File: config.mk
export PLATFORM = sky130hd
export DESIGN_NAME = uart_tx_arbiter
export DESIGN_NICKNAME = d
export VERILOG_FILES = /design/src/rtl/uart_tx_arbiter_pkg.sv /design/src/rtl/uart_tx_arbiter_rr_picker.sv /design/src/rtl/uart_tx_arbiter.sv
export SDC_FILE = /design/constraint.sdc
export NUM_CORES = 1
export LEC_CHECK = 0
export BUFFER_PORTS_ARGS = -buffer_cell sky130_fd_sc_hd__buf_4
export CAP_MARGIN = 0
export CORE_MARGIN = 3
export CORE_UTILIZATION = 37
export DETAILED_ROUTE_END_ITERATION = 6
export HOLD_SLACK_MARGIN = 0.1
export PLACE_DENSITY_LB_ADDON = 0.12
export SYNTH_ARGS = -nofsm -noshare
export SYNTH_HDL_FRONTEND = slang
export SYNTH_SLANG_ARGS = --single-unit
File: constraint.sdc
create_clock -name clk -period 8.5 [get_ports clk]
set_input_delay 0.85 -clock clk [delete_from_list [all_inputs] [get_ports clk]]
set_output_delay 0.85 -clock clk [all_outputs]
set_load 0.005 [all_outputs]
File: src/rtl/uart_tx_arbiter_pkg.sv
// Shared UART constants and state encodings for the transmit arbiter and the receiver.
package uart_tx_arbiter_pkg;

  localparam int CLOCK_RATE = 50_000_000;
  localparam int BAUD_RATE  = 115_200;

  typedef logic [1:0] fsm_state_t;

  // Transmit arbiter states
  localparam fsm_state_t TX_IDLE      = 2'd0;
  localparam fsm_state_t TX_SEND      = 2'd1;
  localparam fsm_state_t TX_WAIT_DONE = 2'd2;

  // Receiver states
  localparam fsm_state_t RX_IDLE  = 2'd0;
  localparam fsm_state_t RX_START = 2'd1;
  localparam fsm_state_t RX_DATA  = 2'd2;
  localparam fsm_state_t RX_STOP  = 2'd3;

endpackage

File: src/rtl/uart_tx_arbiter_rr_picker.sv
// Combinational round-robin picker: scans upward from (last+1) mod NUM_REQ, wrapping,
// and reports the first active requester as one-hot plus index.
module rr_picker #(
  parameter int NUM_REQ = 4
) (
  input  logic [NUM_REQ-1:0] req,
  input  logic [2:0]         last,
  output logic [NUM_REQ-1:0] winner,
  output logic [2:0]         index,
  output logic               valid
);

  localparam int IW = (NUM_REQ > 1) ? $clog2(NUM_REQ) : 1;

  logic [IW-1:0] candIdx;

  always_comb begin
    winner  = '0;
    index   = '0;
    valid   = 1'b0;
    candIdx = '0;
    for (int i = 1; i <= NUM_REQ; i++) begin
      candIdx = IW'((int'(last) + i) % NUM_REQ);
      if (!valid && req[candIdx]) begin
        valid           = 1'b1;
        winner[candIdx] = 1'b1;
        index           = 3'(candIdx);
      end
    end
  end

endmodule

File: src/rtl/uart_tx_arbiter.sv
// Round-robin arbiter feeding bytes from NUM_REQ requesters to a single UART
// transmitter, with a per-byte watchdog that abandons a transfer the transmitter never finishes.
module uart_tx_arbiter
  import uart_tx_arbiter_pkg::*;
#(
  parameter int NUM_REQ        = 4,
  parameter int TIMEOUT_CYCLES = 16 * CLOCK_RATE / BAUD_RATE
) (
  input  logic                   clk,
  input  logic                   reset,
  input  logic [NUM_REQ-1:0]     req,
  input  logic [8*NUM_REQ-1:0]   reqData,
  input  logic                   txBusy,
  input  logic                   txDone,
  output logic [NUM_REQ-1:0]     grant,
  output logic                   txStart,
  output logic [7:0]             txData,
  output logic [2:0]             servedId,
  output logic                   busy,
  output logic                   done,
  output logic                   timeoutErr
);

  localparam int CW = $clog2(TIMEOUT_CYCLES);

  logic [1:0]         state_q, state_d;
  logic [NUM_REQ-1:0] grant_q, grant_d;
  logic               txStart_q, txStart_d;
  logic [7:0]         txData_q, txData_d;
  logic [2:0]         servedId_q, servedId_d;
  logic [2:0]         last_q, last_d;
  logic [CW-1:0]      wdog_q, wdog_d;

  logic [NUM_REQ-1:0] pickOneHot;
  logic [2:0]         pickIdx;
  logic               pickValid;
  logic               wdogExpired;

  rr_picker #(
    .NUM_REQ(NUM_REQ)
  ) uPicker (
    .req   (req),
    .last  (last_q),
    .winner(pickOneHot),
    .index (pickIdx),
    .valid (pickValid)
  );

  assign wdogExpired = (wdog_q == CW'(TIMEOUT_CYCLES - 1));

  // done and timeoutErr are decoded from the current WAIT_DONE cycle so that a
  // txDone arriving on the expiry cycle suppresses the timeout.
  always_comb begin
    state_d    = state_q;
    grant_d    = '0;
    txStart_d  = 1'b0;
    txData_d   = txData_q;
    servedId_d = servedId_q;
    last_d     = last_q;
    wdog_d     = wdog_q;
    done       = 1'b0;
    timeoutErr = 1'b0;
    case (state_q)
      TX_IDLE: begin
        if (pickValid && !txBusy) begin
          grant_d    = pickOneHot;
          txData_d   = reqData[8*pickIdx +: 8];
          servedId_d = pickIdx;
          state_d    = TX_SEND;
        end
      end
      TX_SEND: begin
        txStart_d = 1'b1;
        wdog_d    = '0;
        state_d   = TX_WAIT_DONE;
      end
      TX_WAIT_DONE: begin
        if (txDone) begin
          done    = 1'b1;
          last_d  = servedId_q;
          state_d = TX_IDLE;
        end else if (wdogExpired) begin
          timeoutErr = 1'b1;
          last_d     = servedId_q;
          state_d    = TX_IDLE;
        end else begin
          wdog_d = wdog_q + CW'(1);
        end
      end
      default: state_d = TX_IDLE;
    endcase
  end

  always_ff @(posedge clk or posedge reset) begin
    if (reset) begin
      state_q    <= TX_IDLE;
      grant_q    <= '0;
      txStart_q  <= 1'b0;
      txData_q   <= '0;
      servedId_q <= '0;
      last_q     <= 3'(NUM_REQ - 1);
      wdog_q     <= '0;
    end else begin
      state_q    <= state_d;
      grant_q    <= grant_d;
      txStart_q  <= txStart_d;
      txData_q   <= txData_d;
      servedId_q <= servedId_d;
      last_q     <= last_d;
      wdog_q     <= wdog_d;
    end
  end

  assign grant    = grant_q;
  assign txStart  = txStart_q;
  assign txData   = txData_q;
  assign servedId = servedId_q;
  assign busy     = (state_q != TX_IDLE);

endmodule

==> impl_metrics.yaml <==
finish:
  drive_above_1_share_pct: 28.5
  layout.nets: 329
  antenna_cells: 0
  final_cell_mix: "buf_4 (58), dfrtp_1 (30), nand2_1 (23)"
  final_cells: 353
  area_growth_pct: 25.9
  layout_commonest_cell: "buf_4"
worst_hold_path:
  worstHoldStart: "txData[5]$_DFFE_PP0P_"
  hold_path.class: "reg2reg"
die:
  start_util_pct: 38.8
  io_pins: 59
  die_h_um: 82.7
  dieArea_sq_um: 6840
  rows: 27
  core_area_sq_um: 5610
  die_w_um: 82.7
clock_network:
  numCtsBuffers: 5
  cts_max_path_buffers: 2
  cts_root_buffer: "clkbuf_8"
  hold_buffers: 0
  cts_num_sinks: 32
  clk_pin_slew_ps: 60
  h-tree-depth: 2
  tritoncts: "done"
  cts_resized: 0
  post-cts-setup-buffers: 0
  clk_latency_ps: 280
synth:
  synthTopCellsByArea: "dfrtp_1 (35%), mux2i_1 (8.7%), ha_1 (5.2%)"
  syn_area_sq_um: 2180
  synth-seq-cells: 32
  yosysWarningCount: 0
  synth_cells: 227
  yosys.area.top_type: "dfrtp_1"
  async_flop_share_pct: 100
  synth_top_flop_cell: "dfrtp_1"
  postSynthAreaPerCell_sq_um: 9.59
  syn-num-nets: 276
  synth_top_area_share_pct: 34.5
  synth.distinct_cells: 57
  ys_seq_area_share_pct: 36.9
  synth_edf_count: 0
place:
  gp_congestion: 0.854
  hpwl_um: 3640
  port_buffers: 57
  dp_cells: 345
  dp_slack_ps: 5380
worst_setup_path:
  rrSetupSlack_ps: 5400
  cp_max_fo: 20
  path_class: "reg2reg"
  cp.required_ps: 8670
  critPathLaunch: "last_q[0]$_DFFE_PP1P_"
  start_kind: "flip-flop"
  reg2reg_from: "last_q[0]$_DFFE_PP1P_"
  critical_path_arrival_ps: 3270
  endpoint_kind: "flip-flop"
power:
  seqPwrFrac_pct: 31.4
  p_leak_uw: 0.00125
  irDropWorstVdd_v: 0.0000969
  p_sw_uw: 300
  p_total_uw: 779
  p_int_uw: 479
  power.density_nw_per_um2: 284
  p_comb_share_pct: 50.4
  p_clk_share_pct: 18.2
  switching_share_pct: 38.5
routing:
  routed_wl_um: 4850
  routed_via_density: 5.18
  drc_errors: 0
  first_pass_iters: 4
  drt_iter0_markers: 72
  drtAntennaViolNets: 0
  wl_per_cell_um: 13.7
  vias: 1828
timing:
  finClkSkew_ps: 5.79
  maxSlewViolCount: 0
  min_period_ps: 3100
  fin_hold_ws_ps: 502
  fmax_mhz: 322
  hold_violations: 0
  fin_ws_ps: 5400
  slew_headroom_pct: 53.3
  setup_viol: 0
  worst_pin_slew_ps: 701
  fin_crit_sh_pct: 36.5
  rsz0062_at_grt: "no"
  tns_ps: 0
global_route:
  grt_max_degree: 33
  antenna_found_initial: 0
  grt_pass1_wl_um: 8280
  grt_usage_pct: 15.8
  grt_pass1_vias: 1744
  gr-total-overflow: 0
run:
  maxCapViolCount: 0
status:
  status: "finished clean"
per-stage QoR:
step / utilization (%) / cell area, sq um
after floorplan: - / 2180
after global placement: 46.9 / 2630
after detailed placement: 46.9 / 2630
after CTS: 48.9 / 2740
after global routing: 48.9 / 2740
final: 48.9 / 2740
path summary, 6_finish.rpt:
| path | endpoint | cells past startpoint |
|---|---|---|
| worst min register to register | txData[5]$_DFFE_PP0P_ | 2 |
| worst max-delay path | txData[7]$_DFFE_PP0P_ | 8 |
| worst max register to register | txData[7]$_DFFE_PP0P_ | 8 |
| worst min-delay path | txData[5]$_DFFE_PP0P_ | 2 |
| max in group asynchronous | last_q[0]$_DFFE_PP1P_ | 3 |
| min in group asynchronous | txData[3]$_DFFE_PP0P_ | 3 |
cells by family after synthesis:
logic type      synth area share (%)
flops                           36.9
other cells                    0.172
fa+ha+maj                       5.18
buf+inv                         4.54
compound gates                  15.5
simple gates                    22.4
mux                             12.0
xor+xnor                        3.22
critical path: stages, from the launching register on:
cell and delay, ps:
dfstp_2 770, inv_1 240, ha_1 520, inv_1 100
or3_1 390, a32oi_2 230, nor2_2 130, mux2_4 320
a221o_1 280
cells in the mapped netlist, drive strengths merged (2+ instances only):
cell,instances
a21oi,2
a221oi,4
a22oi,4
a31oi,3
a41oi,2
and2,3
and3,2
buf,7
clkbuf,5
dfrtp,30
dfstp,2
ha,9
inv,8
mux2,2
mux2i,19
mux4,2
nand2,23
nand3,4
nand3b,2
nand4,8
nor2,21
nor2b,3
nor3,2
nor3b,2
nor4,2
o211ai,9
o21ai,7
o21bai,2
or2,2
or3,11
or3b,2
or4bb,3
xor2,7
sequential cells by signal, summed over array words and instances, names as in the netlist:
register,count
state_q,2
txStart,1
last_q,2
grant,4
txData,8
servedId,2
wdog_q,13
routing by layer:
metal	track usage (%)	up-vias	part of all wire, %
met5	0	-	0
met4	4.41	0	0.60
met3	6.51	2	8.5
met2	23.5	58	43
met1	21.1	834	48
li1	-	934	-
power groups by stage:
stage                     combinational (uW)  sequential (uW)  clock, uW
after floorplan                          295              233          0
after global placement                   398              247          0
after detailed placement                 398              248          0
after CTS                                399              246        147
after global routing                     441              252        153
final                                    393              245        142
cell type report:
cell class	instances	area [sq um]
clock buffers	6	72.6
well taps	72	90.1
fillers	578	2870
inverters	8	30.0
multi-input cells	175	1270
repair buffers	58	435
flip-flops and latches	32	803
clock inverters	2	35.0
No activity file was read; power rests on OpenSTA's default activity.
